--- config.mk ---
export PLATFORM = sky130hd
export DESIGN_NAME = shift_add_multiplier
export DESIGN_NICKNAME = d
export VERILOG_FILES = /design/src/rtl/mul_pkg.sv /design/src/rtl/bit_Adder.sv /design/src/rtl/shift_add_multiplier.sv
export SDC_FILE = /design/constraint.sdc
export NUM_CORES = 1
export LEC_CHECK = 0
export ABC_AREA = 0
export CAP_MARGIN = 20
export CORE_ASPECT_RATIO = 0.9
export CORE_MARGIN = 1.5
export CORE_UTILIZATION = 55
export DETAILED_ROUTE_END_ITERATION = 7
export GPL_TIMING_DRIVEN = 0
export PLACE_DENSITY = 0.87
export SLEW_MARGIN = 20
export SYNTH_ARGS = -nofsm -noshare
export SYNTH_HDL_FRONTEND = slang
export SYNTH_SLANG_ARGS = --single-unit
--- constraint.sdc ---
create_clock -name clk -period 64.2 [get_ports clk]
set_input_delay 12.84 -clock clk [delete_from_list [all_inputs] [get_ports clk]]
set_output_delay 12.84 -clock clk [all_outputs]
set_load 0.005 [all_outputs]
--- src/rtl/mul_pkg.sv ---
// Shared definitions for the sequential shift-add multiplier: state encoding,
// operand width and iteration counter sizing.
package mul_pkg;

    localparam int WIDTH      = 64;
    localparam int ITERATIONS = 64;
    localparam int CNT_W      = 7;

    typedef enum logic [1:0] {
        IDLE = 2'd0,
        CALC = 2'd1,
        DONE = 2'd2
    } state_t;

endpackage : mul_pkg

--- src/rtl/bit_Adder.sv ---
// Ripple-carry adder with carry-in and carry-out, built one bit-slice per
// generate iteration.
module bit_Adder #(
    parameter int WIDTH = 64
) (
    input  logic [WIDTH-1:0] a,
    input  logic [WIDTH-1:0] b,
    input  logic             cin,
    output logic [WIDTH-1:0] sum,
    output logic             cout
);

    logic [WIDTH:0] carry;

    assign carry[0] = cin;

    generate
        for (genvar gi = 0; gi < WIDTH; gi++) begin : g_slice
            assign sum[gi]     = a[gi] ^ b[gi] ^ carry[gi];
            assign carry[gi+1] = (a[gi] & b[gi]) | (carry[gi] & (a[gi] ^ b[gi]));
        end
    endgenerate

    assign cout = carry[WIDTH];

endmodule : bit_Adder

--- src/rtl/shift_add_multiplier.sv ---
// Unsigned 64x64 -> 128 multiplier: one conditional add and right shift per
// cycle over a fixed 64 steps, with valid/ready handshakes on both sides.
module shift_add_multiplier #(
    parameter int WIDTH = mul_pkg::WIDTH
) (
    input  logic             clk,
    input  logic             rst,
    input  logic             in_valid,
    output logic             in_ready,
    input  logic [WIDTH-1:0] a,
    input  logic [WIDTH-1:0] b,
    output logic             out_valid,
    input  logic             out_ready,
    output logic [WIDTH-1:0] product_lo,
    output logic [WIDTH-1:0] product_hi
);

    import mul_pkg::*;

    generate
        if (WIDTH != 64) begin : g_width_check
            $error("shift_add_multiplier supports only WIDTH = 64");
        end
    endgenerate

    localparam logic [CNT_W-1:0] LAST_STEP = CNT_W'(ITERATIONS - 1);

    state_t             state_q;
    logic [2*WIDTH:0]   p_q;
    logic [2*WIDTH:0]   p_d;
    logic [WIDTH-1:0]   mcand_q;
    logic [CNT_W-1:0]   cnt_q;
    logic               in_ready_q;
    logic               out_valid_q;

    logic [WIDTH-1:0]   add_sum;
    logic               add_cout;
    logic [WIDTH:0]     hi_next;

    bit_Adder #(
        .WIDTH (WIDTH)
    ) u_step_adder (
        .a    (p_q[2*WIDTH-1:WIDTH]),
        .b    (mcand_q),
        .cin  (1'b0),
        .sum  (add_sum),
        .cout (add_cout)
    );

    // Carry-out lands in bit 128 before the shift, so nothing is ever lost.
    assign hi_next = p_q[0] ? {add_cout, add_sum} : p_q[2*WIDTH:WIDTH];
    assign p_d     = {1'b0, hi_next, p_q[WIDTH-1:1]};

    always_ff @(posedge clk or posedge rst) begin
        if (rst) begin
            state_q     <= IDLE;
            p_q         <= '0;
            mcand_q     <= '0;
            cnt_q       <= '0;
            in_ready_q  <= 1'b1;
            out_valid_q <= 1'b0;
        end else begin
            case (state_q)
                IDLE: begin
                    if (in_valid) begin
                        mcand_q    <= a;
                        p_q        <= {{(WIDTH+1){1'b0}}, b};
                        cnt_q      <= '0;
                        state_q    <= CALC;
                        in_ready_q <= 1'b0;
                    end
                end
                CALC: begin
                    p_q   <= p_d;
                    cnt_q <= cnt_q + 1'b1;
                    if (cnt_q == LAST_STEP) begin
                        state_q     <= DONE;
                        out_valid_q <= 1'b1;
                    end
                end
                DONE: begin
                    if (out_ready) begin
                        state_q     <= IDLE;
                        out_valid_q <= 1'b0;
                        in_ready_q  <= 1'b1;
                    end
                end
                default: begin
                    state_q     <= IDLE;
                    in_ready_q  <= 1'b1;
                    out_valid_q <= 1'b0;
                end
            endcase
        end
    end

    assign in_ready   = in_ready_q;
    assign out_valid  = out_valid_q;
    assign product_lo = out_valid_q ? p_q[WIDTH-1:0]       : '0;
    assign product_hi = out_valid_q ? p_q[2*WIDTH-1:WIDTH] : '0;

endmodule : shift_add_multiplier

==> results of run 1 <==
## state kept, by name, summed over array words and instances (netlist names)
name / count
mcand_q: 64
p_q: 128
in_ready: 1
cnt_q: 7
out_valid: 1
state_q: 2
## metrics by stage
step / worst slack (ps) / area [um2] / hold WS [ps] / std cells / util
detailed placement: 38700 / 14170 / 469.9 / 1569 / 0.7090
global placement: 39050 / 14130 / 462.5 / 1568 / 0.7072
CTS: 38480 / 14840 / 482.2 / 1607 / 0.7426
floorplan: 39870 / 11200 / 445.3 / 1052 / -
global route: 37660 / 14840 / 492.1 / 1607 / 0.7426
finish: 38460 / 14840 / 486.2 / 1607 / 0.7426
## final timing paths
path	start	depth (start not counted)	end	slack [ps]
max in group asynchronous	rst	3	p_q[95]	50370
hold reg to reg	cnt_q[4]	1	cnt_q[4]	490
setup reg to reg	p_q[64]	70	p_q[126]	38460
hold / removal	cnt_q[4]	1	cnt_q[4]	490
setup / recovery	p_q[64]	70	p_q[126]	38460
min in group asynchronous	rst	2	p_q[79]	12870
## routing by layer
metal | vias to the layer above | track usage
met5 | - | 0
li1 | 4174 | -
met4 | 0 | 0.1058
met1 | 4568 | 0.4000
met2 | 421 | 0.4572
met3 | 82 | 0.04577
## logic make-up (layout without fill, tap and decap cells)
logic type	Yosys count	after routing	share of synthesized area
muxes	126	126	0.1205
DFF	203	203	0.4535
AOI/OAI and AO/OA	217	217	0.1070
adders and majority gates	65	65	0.1148
buffers and inverters	105	405	0.03898
and+or+nand+nor	336	336	0.1652
## synthesized netlist by cell type, drive strengths merged
| cell | n |
|---|---|
| dfrtp | 202 |
| and2 | 184 |
| o21ai | 134 |
| nand3 | 68 |
| mux2 | 65 |
| nand2 | 65 |
| fa | 63 |
| clkbuf | 62 |
| mux2i | 61 |
| a31oi | 56 |
| buf | 26 |
| inv | 17 |
| a21oi | 12 |
| nor2b | 9 |
| a22oi | 7 |
| nand2b | 3 |
| ha | 2 |
| nor2 | 2 |
| o311ai | 2 |
| a31o | 1 |
| dfstp | 1 |
| nand4 | 1 |
| nor3 | 1 |
| nor4 | 1 |
| o21a | 1 |
| o21bai | 1 |
| o22ai | 1 |
| o2bb2ai | 1 |
| o41ai | 1 |
| or3 | 1 |
| or3b | 1 |
## power by group through the flow
stage,Combinational [mW],Clock [mW],Sequential [mW]
after global routing,0.325,0.128,0.262
final,0.288,0.121,0.252
after floorplan,0.195,0,0.236
after detailed placement,0.284,0,0.253
after CTS,0.290,0.122,0.252
after global placement,0.264,0,0.249
## final cells by class
| type | instances | area (um2) | area share |
|---|---|---|---|
| Clock inverter | 7 | 47.55 | 0.003203 |
| Clock buffer | 31 | 625.6 | 0.04215 |
| Timing Repair Buffer | 262 | 2640 | 0.1779 |
| Tap cell | 255 | 319.1 | 0.02150 |
| Inverter | 17 | 71.32 | 0.004805 |
| Sequential cell | 203 | 5081 | 0.3423 |
| Multi-Input combinational cell | 744 | 5685 | 0.3830 |
| Buffer | 88 | 372.9 | 0.02512 |
==> results by group, run 1 <==
Power and ir drop
  • PD cells: 44.58 nW/um2
  • Sequential fraction of design power: 0.381
  • Sw frac: 0.3716
  • Int Pwr: 0.4159 mW
  • VDD IR max: between 0.02 and 0.03 mV
  • Clock Power Share: 0.183
  • Power Total: 0.6618 mW
  • Lkg Pwr: about 6.0 nW
  • NetSw: ~0.25 mW
  • Comb power frac: 0.436

Layout
  • Ant. Diodes: 0
  • Leading cell type in the layout, fill and taps excluded: clkdlybuf4s50_1
  • Layout cell share with drive strength beyond 1: 0.09246
  • Commonest non-fill, non-tap cells in the layout: clkdlybuf4s50_1 (261), dfrtp_1 (202), and2_1 (184), o21ai_0 (134)
  • Filler Cells Inserted: between 1,000 and 1,500
  • P&R area growth vs syn: 32.49%
  • Net count, final: about 1,500

Timing
  • Final Cycle Share: 0.4010
  • Slew headroom: 0.4246
  • Final Hold Viols: 0
  • Least-Margin Pin Slew: 863.0 ps
  • Slew Limit Fails: 0
  • Fmax: 38.85 MHz
  • Fin crit period: 25,740 ps
  • Final setup fails: 0
  • Setup Skew: around 15 ps
  • Post-Route Setup TNS: 0 ps
  • RSZ-0062 raised after global routing: no

Synth
  • Synth area leader: dfrtp_1
  • Total nets after synthesis: around 1,200
  • Syn Inst Count: ~1,100
  • Netlist cell types: 34
  • Yosys reg bits: between 200 and 250
  • Syn. warnings: 0
  • Cell Area, Synth: approximately 11,000 um2
  • Synth top area cells: dfrtp_1 (45%), fa_1 (11%), and2_1 (10%)
  • Synthesized area per cell: approximately 11 um2
  • Top-area cell type share of the netlist area: 0.4512
  • Sequential cell area fraction in the yosys report: 0.4535

Die
  • Row count: between 40 and 50
  • Initial Util: 0.5605
  • IO Count: approximately 260
  • Core area: between 15,000 and 20,000 um2
  • Die ar.: 21,240 um2
  • Die width: roughly 150 um
  • Die extent in y: approximately 140 um

CTS
  • H-tree depth: 1
  • Clk buf depth: 3
  • CTS tree: done
  • Clock Sinks: 203
  • TritonCTS Buffers: 23
  • Postcts setup bufs: 0
  • Worst-path clk slew: roughly 60 ps
  • PostCTS Resize Cnt: 0
  • CTS Hold Bufs: 0
  • Skew-Pair Late Insertion Delay: 510 ps
  • CTS root buf: clkbuf_16

Global route
  • Largest net degree at the start of global routing: 107
  • Vias in the first global route: ~9,400
  • Remaining global-route overflow: 0
  • Initial antenna violation count: 0
  • First-pass GRT wire length: 49.11 mm
  • Global Route Usage Sum: 0.2865

Drt
  • Post-detailed-route count of antenna-violating nets: 0
  • Routed length on met3: ~2 mm
  • Wl on met1: around 13 mm
  • Total Wirelength: 29.90 mm
  • Wire per inst: approximately 19 um
  • DRT iter0 DRCs: between 500 and 600
  • DRC: 0
  • Detailed Routing Iterations Pass 1: 5
  • Via/cell ratio: roughly 5.8
  • Routed length on met2: approximately 14 mm
  • Top sig layer: met4
  • Vias after detailed routing: slightly above 9,000

Placed design
  • I/O Buffers: around 260
  • Dpl hpwl: 21.30 mm
  • Final GP Congestion: 0.8310

Critical path
  • Setup Crit Path Kind: flip-flop to flip-flop
  • CP max stage delay: 450 ps
  • Maximum fanout along the worst path: 4
  • Delay-heaviest family, CP: adder cells
  • Startpoint Class: flip-flop
  • CP Buf/Inv Count: 4
  • Worst EP required: 64,580 ps
  • CP arrival: approximately 26,000 ps
  • Worst Setup End Kind: flip-flop
  • Cell mode on critical path: fa_1
  • CP max stage cell: fa_1

Job
  • Max-cap violation count: 0

Outcome
  • Status: complete, no violations

Min path
  • Worst min path class: flip-flop to flip-flop
Note: power is estimated with default switching activity, not from simulation.
==> run 2: changes to the inputs <==
--- a/config.mk
+++ b/config.mk
@@ -9,10 +9,10 @@
 export CAP_MARGIN = 20
 export CORE_ASPECT_RATIO = 0.9
 export CORE_MARGIN = 1.5
-export CORE_UTILIZATION = 55
+export CORE_UTILIZATION = 46
 export DETAILED_ROUTE_END_ITERATION = 7
 export GPL_TIMING_DRIVEN = 0
-export PLACE_DENSITY = 0.87
+export PLACE_DENSITY = 0.77
 export SLEW_MARGIN = 20
 export SYNTH_ARGS = -nofsm -noshare
 export SYNTH_HDL_FRONTEND = slang
==> constraint.sdc (replaced) <==
create_clock -name clk -period 21.8 [get_ports clk]
set_input_delay 4.36 -clock clk [delete_from_list [all_inputs] [get_ports clk]]
set_output_delay 4.36 -clock clk [all_outputs]
set_load 0.005 [all_outputs]
==> results by group, run 2 (synthesis results as in run 1) <==
Outcome
  • Status: finished, violations left (was complete, no violations)
  • Failing checks: setup timing

Layout
  • Commonest non-fill, non-tap cells in the layout: clkdlybuf4s50_1 (261), dfrtp_1 (202), and2_1 (184), o21ai_0 (130) (was clkdlybuf4s50_1 (261), dfrtp_1 (202), and2_1 (184), o21ai_0 (134))
  • Max reg flops: 128 (unchanged)
  • Largest Register: p_q (unchanged)
  • P&R area growth vs syn: 35.67% (was 32.49%)
  • Largest regs: p_q x128, mcand_q x64, cnt_q x7 (unchanged)
  • Filler Cells Inserted: 1,914 (was 1,366)
  • Net count, final: 1,538 (was 1,536)
  • Layout cell share with drive strength beyond 1: 0.1459 (was 0.09246)
  • Leading cell type in the layout, fill and taps excluded: clkdlybuf4s50_1 (unchanged)
  • Final cell count without fillers: 1,659 (was 1,607)
  • Ant. Diodes: 0 (unchanged)
  • Core Util, Final: 0.6438 (was 0.7426)
  • Finished Cell Area: 15,200 um2 (was 14,840 um2)

Drt
  • DRC: 0 (unchanged)
  • Total Wirelength: 30.32 mm (was 29.90 mm)
  • Via/cell ratio: 5.463 (was 5.753)
  • Vias after detailed routing: 9,063 (was 9,245)
  • Wire per inst: 18.28 um (was 18.61 um)
  • Post-detailed-route count of antenna-violating nets: 0 (unchanged)
  • Detailed Routing Iterations Pass 1: 5 (unchanged)
  • DRT iter0 DRCs: 597 (was 518)

Die
  • Die width: 167.5 um (was 153.4 um)
  • IO Count: 262 (unchanged)
  • Die extent in y: 151.1 um (was 138.4 um)
  • Row count: 53 (was 49)
  • Core area: 23,610 um2 (was 19,990 um2)
  • Die ar.: 25,300 um2 (was 21,240 um2)
  • Initial Util: 0.4746 (was 0.5605)

CTS
  • Skew-Pair Late Insertion Delay: 500 ps (was 510 ps)
  • H-tree depth: 1 (unchanged)
  • Clk buf depth: 3 (unchanged)
  • CTS root buf: clkbuf_16 (unchanged)
  • CTS Hold Bufs: 0 (unchanged)
  • CTS tree: done (unchanged)
  • Worst-path clk slew: 60 ps (about the same)
  • Clock Sinks: 203 (unchanged)
  • TritonCTS Buffers: 22 (was 23)

Critical path
  • CP max stage cell: fa_2 (was fa_1)
  • Worst R2R Setup Slack: -1080 ps (was 38,460 ps)
  • Critical R2R Capture: p_q[126] (unchanged)
  • Setup Crit Path Kind: flip-flop to flip-flop (unchanged)
  • Cell mode on critical path: fa_2 (was fa_1)
  • FF-to-FF path depth: 70 (unchanged)
  • Startpoint Class: flip-flop (unchanged)
  • Worst EP required: 22,230 ps (was 64,580 ps)
  • Maximum fanout along the worst path: 2 (was 4)
  • CP max stage delay: 530 ps (was 450 ps)
  • CP startpoint: p_q[64] (unchanged)
  • Worst Setup End Kind: flip-flop (unchanged)
  • CP arrival: 23,310 ps (was 26,120 ps)
  • Launching point of the worst reg2reg path: p_q[64] (unchanged)
  • Worst setup path end: p_q[126] (unchanged)

Global route
  • Initial antenna violation count: 0 (unchanged)
  • Remaining global-route overflow: 0 (unchanged)
  • First-pass GRT wire length: 48.22 mm (was 49.11 mm)
  • Global Route Usage Sum: 0.2404 (was 0.2865)
  • Largest net degree at the start of global routing: 101 (was 107)
  • Vias in the first global route: 9,026 (was 9,399)

Timing
  • Final Cycle Share: 1.050 (was 0.4010)
  • Final Hold Viols: 0 (unchanged)
  • Least-Margin Pin Slew: 987.8 ps (was 863.0 ps)
  • Fin crit period: 22,880 ps (was 25,740 ps)
  • Post-Route Setup TNS: -3461 ps (was 0 ps)
  • Final setup fails: 5 (was 0)
  • RSZ-0062 raised after global routing: yes (was no)
  • Setup Skew: 10.56 ps (was 15.18 ps)
  • Fmax: 43.70 MHz (was 38.85 MHz)
  • Slew Limit Fails: 0 (unchanged)
  • Post-route setup slack: -1083 ps (was 38,460 ps)
  • Slew headroom: 0.3415 (was 0.4246)

Placed design
  • Placed cells: 1,617 (was 1,569)
  • Dpl hpwl: 21.72 mm (was 21.30 mm)
  • I/O Buffers: 261 (unchanged)
  • Post-DP Area: 14,400 um2 (was 14,170 um2)
  • Final GP Congestion: 0.8296 (was 0.8310)

Power and ir drop
  • Lkg Pwr: 6.041 nW (was 6.035 nW)
  • PD cells: 133.7 nW/um2 (was 44.58 nW/um2)
  • VDD IR max: 0.06724 mV (was 0.02814 mV)

Job
  • Max-cap violation count: 0 (unchanged)

Min path
  • Worst min path class: flip-flop to flip-flop (unchanged)
==> run 2: changes by cell type in the layout (fill, tap and decap cells not counted), moves of 2 or more <==
cell / previous run / this run
o21ai_1: 0 / 4
inv_2: 0 / 3
fa_1: 63 / 1
fa_2: 0 / 62
o21ai_0: 134 / 130
bufinv_16: 0 / 2
clkbuf_8: 2 / 7
buf_4: 0 / 2
inv_1: 16 / 13
==> run 2: report_power, final <==
group | switching [mW] | total (mW) | internal (mW)
sequential | 0.188 | 0.753 | 0.565
combinational | 0.394 | 0.885 | 0.491
clock | 0.153 | 0.393 | 0.240
total | 0.735 | 2.03 | 1.30
==> run 2: how the worst min path moves through the flow <==
stage | start | cells past startpoint | endpoint
after floorplan | cnt_q[4] | 1 | cnt_q[4]
after global placement | cnt_q[4] | 1 | cnt_q[4]
after detailed placement | cnt_q[4] | 1 | cnt_q[4]
after CTS | cnt_q[4] | 1 | cnt_q[4]
after global routing | p_q[51] | 2 | p_q[51]
final | cnt_q[4] | 1 | cnt_q[4]
==> run 2: layout make-up <==
| cell class | instances | area, um2 | share of cell area |
|---|---|---|---|
| Timing Repair Buffer | 265 | 2683 | 0.1765 |
| Sequential cell | 203 | 5081 | 0.3343 |
| Multi-Input combinational cell | 744 | 5848 | 0.3848 |
| Inverter | 17 | 71.32 | 0.004692 |
| Buffer | 88 | 372.9 | 0.02453 |
| Clock inverter | 5 | 75.07 | 0.004939 |
| Clock buffer | 35 | 690.7 | 0.04544 |
| Tap cell | 302 | 377.9 | 0.02486 |
==> run 2: metrics by stage <==
stage	total power, mW	worst slack (ps)	hold slack [ps]
6_report	2.032	-1083	474.4
5_1_grt	2.209	-1548	506.8
4_1_cts	2.050	-1104	477.1
3_5_place_dp	1.630	-1129	467.0
3_3_place_gp	1.559	-871.6	462.0
2_1_floorplan	1.303	-247.8	445.3
==> run 2: routing by layer <==
metal  global-route usage  wire length (um)
met4              0.05856               665
met1               0.3393             13550
met5                    0                 0
met2               0.3921             14400
met3              0.03763              1703
==> run 2: critical path: cells and delay by family (launching register included) <==
family / cells / cell delay, ps
AO/OA/AOI/OAI: 1 / 120
adder cells (fa/ha/maj): 64 / 21990
buffers and inverters: 4 / 220
flip-flops: 1 / 400
multiplexers: 1 / 70
==> run 2: what timing repair did <==
action / CTS / global route
pin swaps: 2 / 1
cloned: 0 / 0
buffers inserted: 1 / 1
setup endpoints to repair: 5 / 6
gates resized for setup: 13 / 1
==> run 3: changes to the inputs <==
--- a/config.mk
+++ b/config.mk
@@ -9,10 +9,10 @@
 export CAP_MARGIN = 20
 export CORE_ASPECT_RATIO = 0.9
 export CORE_MARGIN = 1.5
-export CORE_UTILIZATION = 46
+export CORE_UTILIZATION = 40
 export DETAILED_ROUTE_END_ITERATION = 7
 export GPL_TIMING_DRIVEN = 0
-export PLACE_DENSITY = 0.77
+export PLACE_DENSITY = 0.69
 export SLEW_MARGIN = 20
 export SYNTH_ARGS = -nofsm -noshare
 export SYNTH_HDL_FRONTEND = slang
==> results by group, run 3 (synthesis results as in run 1) <==
CTS
  • Clock Sinks: 203 (unchanged)
  • Skew-Pair Late Insertion Delay: 520 ps (was 500 ps)
  • Clk buf depth: 3 (unchanged)
  • TritonCTS Buffers: 24 (was 22)
  • CTS tree: done (unchanged)
  • CTS root buf: clkbuf_16 (unchanged)
  • Worst-path clk slew: 60 ps (about the same)
  • H-tree depth: 1 (unchanged)

Drt
  • DRT iter0 DRCs: 474 (was 597)
  • Detailed Routing Iterations Pass 1: 5 (unchanged)
  • Post-detailed-route count of antenna-violating nets: 0 (unchanged)
  • Via/cell ratio: 5.205 (was 5.463)
  • DRC: 0 (unchanged)
  • Wire per inst: 17.81 um (was 18.28 um)
  • Vias after detailed routing: 8,921 (was 9,063)
  • Total Wirelength: 30.52 mm (was 30.32 mm)

Timing
  • Setup Skew: 23.97 ps (was 10.56 ps)
  • RSZ-0062 raised after global routing: yes (unchanged)
  • Final setup fails: 5 (unchanged)
  • Fmax: 43.98 MHz (was 43.70 MHz)
  • Post-route setup slack: -938.0 ps (was -1083 ps)
  • Fin crit period: 22,740 ps (was 22,880 ps)
  • Slew Limit Fails: 0 (unchanged)
  • Least-Margin Pin Slew: 898.7 ps (was 987.8 ps)
  • Final Cycle Share: 1.043 (was 1.050)
  • Final Hold Viols: 0 (unchanged)
  • WHS: 484.8 ps (was 474.4 ps)
  • Post-Route Setup TNS: -2679 ps (was -3461 ps)
  • Slew headroom: 0.4009 (was 0.3415)

Layout
  • Filler Cells Inserted: 2,367 (was 1,914)
  • P&R area growth vs syn: 36.93% (was 35.67%)
  • FF/Latch Area: 5081 um2 (unchanged)
  • Core Util, Final: 0.5631 (was 0.6438)
  • Net count, final: 1,539 (was 1,538)
  • Commonest non-fill, non-tap cells in the layout: clkdlybuf4s50_1 (261), dfrtp_1 (202), and2_1 (184), o21ai_0 (130) (unchanged)
  • Final cell count without fillers: 1,714 (was 1,659)
  • Largest regs: p_q x128, mcand_q x64, cnt_q x7 (unchanged)
  • Max reg flops: 128 (unchanged)
  • Finished Cell Area: 15,340 um2 (was 15,200 um2)
  • Leading cell type in the layout, fill and taps excluded: clkdlybuf4s50_1 (unchanged)
  • Largest Register: p_q (unchanged)
  • Layout cell share with drive strength beyond 1: 0.1457 (was 0.1459)
  • Footprint of the multi-input gates: 5843 um2 (was 5848 um2)

Global route
  • Vias in the first global route: 9,134 (was 9,026)
  • First-pass GRT wire length: 49.98 mm (was 48.22 mm)
  • Global Route Usage Sum: 0.2123 (was 0.2404)
  • Initial antenna violation count: 1 (was 0)
  • Remaining global-route overflow: 0 (unchanged)
  • Largest net degree at the start of global routing: 77 (was 101)

Critical path
  • Worst EP required: 22,250 ps (was 22,230 ps)
  • FF-to-FF path depth: 70 (unchanged)
  • Setup Crit Path Kind: flip-flop to flip-flop (unchanged)
  • Launching point of the worst reg2reg path: p_q[64] (unchanged)
  • CP arrival: 23,190 ps (was 23,310 ps)
  • CP max stage cell: fa_2 (unchanged)
  • Cell mode on critical path: fa_2 (unchanged)
  • CP Buf/Inv Count: 4 (unchanged)
  • Worst Setup End Kind: flip-flop (unchanged)
  • CP max stage delay: 520 ps (was 530 ps)
  • Critical R2R Capture: p_q[126] (unchanged)
  • Delay-heaviest family, CP: adder cells (unchanged)
  • Maximum fanout along the worst path: 3 (was 2)
  • Startpoint Class: flip-flop (unchanged)
  • Worst R2R Setup Slack: -940 ps (was -1080 ps)

Die
  • Die ar.: 29,020 um2 (was 25,300 um2)
  • Row count: 57 (was 53)
  • Core area: 27,240 um2 (was 23,610 um2)
  • IO Count: 262 (unchanged)
  • Initial Util: 0.4112 (was 0.4746)
  • Die extent in y: 161.8 um (was 151.1 um)
  • Die width: 179.4 um (was 167.5 um)

Min path
  • Hold path cells: 1 (unchanged)
  • Hold path start: cnt_q[5] (was cnt_q[4])
  • Worst min path class: flip-flop to flip-flop (unchanged)
  • Worst Hold End: cnt_q[5] (was cnt_q[4])

Placed design
  • I/O Buffers: 261 (unchanged)
  • Dpl hpwl: 22.24 mm (was 21.72 mm)
  • Placed cells: 1,669 (was 1,617)
  • Post-DP Area: 14,460 um2 (was 14,400 um2)
  • Final GP Congestion: 0.8157 (was 0.8296)
  • Worst slack at placement: -962.1 ps (was -1129 ps)

Outcome
  • Status: finished, violations left (unchanged)
  • Failing checks: setup timing (unchanged)

Power and ir drop
  • VDD IR max: 0.05814 mV (was 0.06724 mV)
  • Power Total: 2.033 mW (was 2.032 mW)
  • PD cells: 132.5 nW/um2 (was 133.7 nW/um2)
  • Lkg Pwr: 6.073 nW (was 6.041 nW)

Job
  • Max-cap violation count: 0 (unchanged)
run 3: cell count changes in the layout (fill, tap and decap cells not counted), sizes merged:
cell    change
diode       +1
bufinv      +2
buf         -1
clkbuf      +1
run 3: final cells by class:
class | instances | area share
Inverter | 17 | 0.004649
Buffer | 88 | 0.02430
Multi-Input combinational cell | 744 | 0.3809
Timing Repair Buffer | 264 | 0.1744
Sequential cell | 203 | 0.3312
Clock buffer | 36 | 0.04600
Tap cell | 354 | 0.02887
Clock inverter | 7 | 0.009542
Antenna cell | 1 | 0.0001631
run 3: power by group:
part	leakage [nW]	internal, mW	switching (mW)
logic	3.19	0.480	0.375
clock network	0.417	0.270	0.160
registers	2.47	0.566	0.181
total	6.07	1.32	0.717
run 3: layer usage:
metal	up-vias	global-route usage	part of all wire
li1	4178	-	-
met1	4472	0.3010	0.46
met2	229	0.3400	0.47
met3	42	0.03946	0.049
met4	0	0.04735	0.023
met5	-	0	0
run 3: worst reg2reg max path: cells and delay by family (launching register included):
kind | cells | cell delay (ps)
fa+ha+maj | 64 | 21830
flops | 1 | 410
buf+inv | 4 | 210
compound gates | 1 | 120
mux | 1 | 60
run 3: worst max path at each step:
stage             from  endpoint  slack (ps)  depth (start not counted)
2_1_floorplan  p_q[64]  p_q[126]        -250                         70
3_3_place_gp   p_q[64]  p_q[126]        -860                         70
3_5_place_dp   p_q[64]  p_q[126]        -960                         70
4_1_cts        p_q[64]  p_q[126]       -1000                         70
5_1_grt        p_q[64]  p_q[126]       -1440                         70
6_report       p_q[64]  p_q[126]        -940                         70
run 3: timing repair:
item / 4_1_cts / 5_1_grt
resized for setup: 13 / 0
hold buffers: 0 / 0
pin swaps: 1 / 0
setup endpoints to repair: 5 / 6
setup buffers: 0 / 1
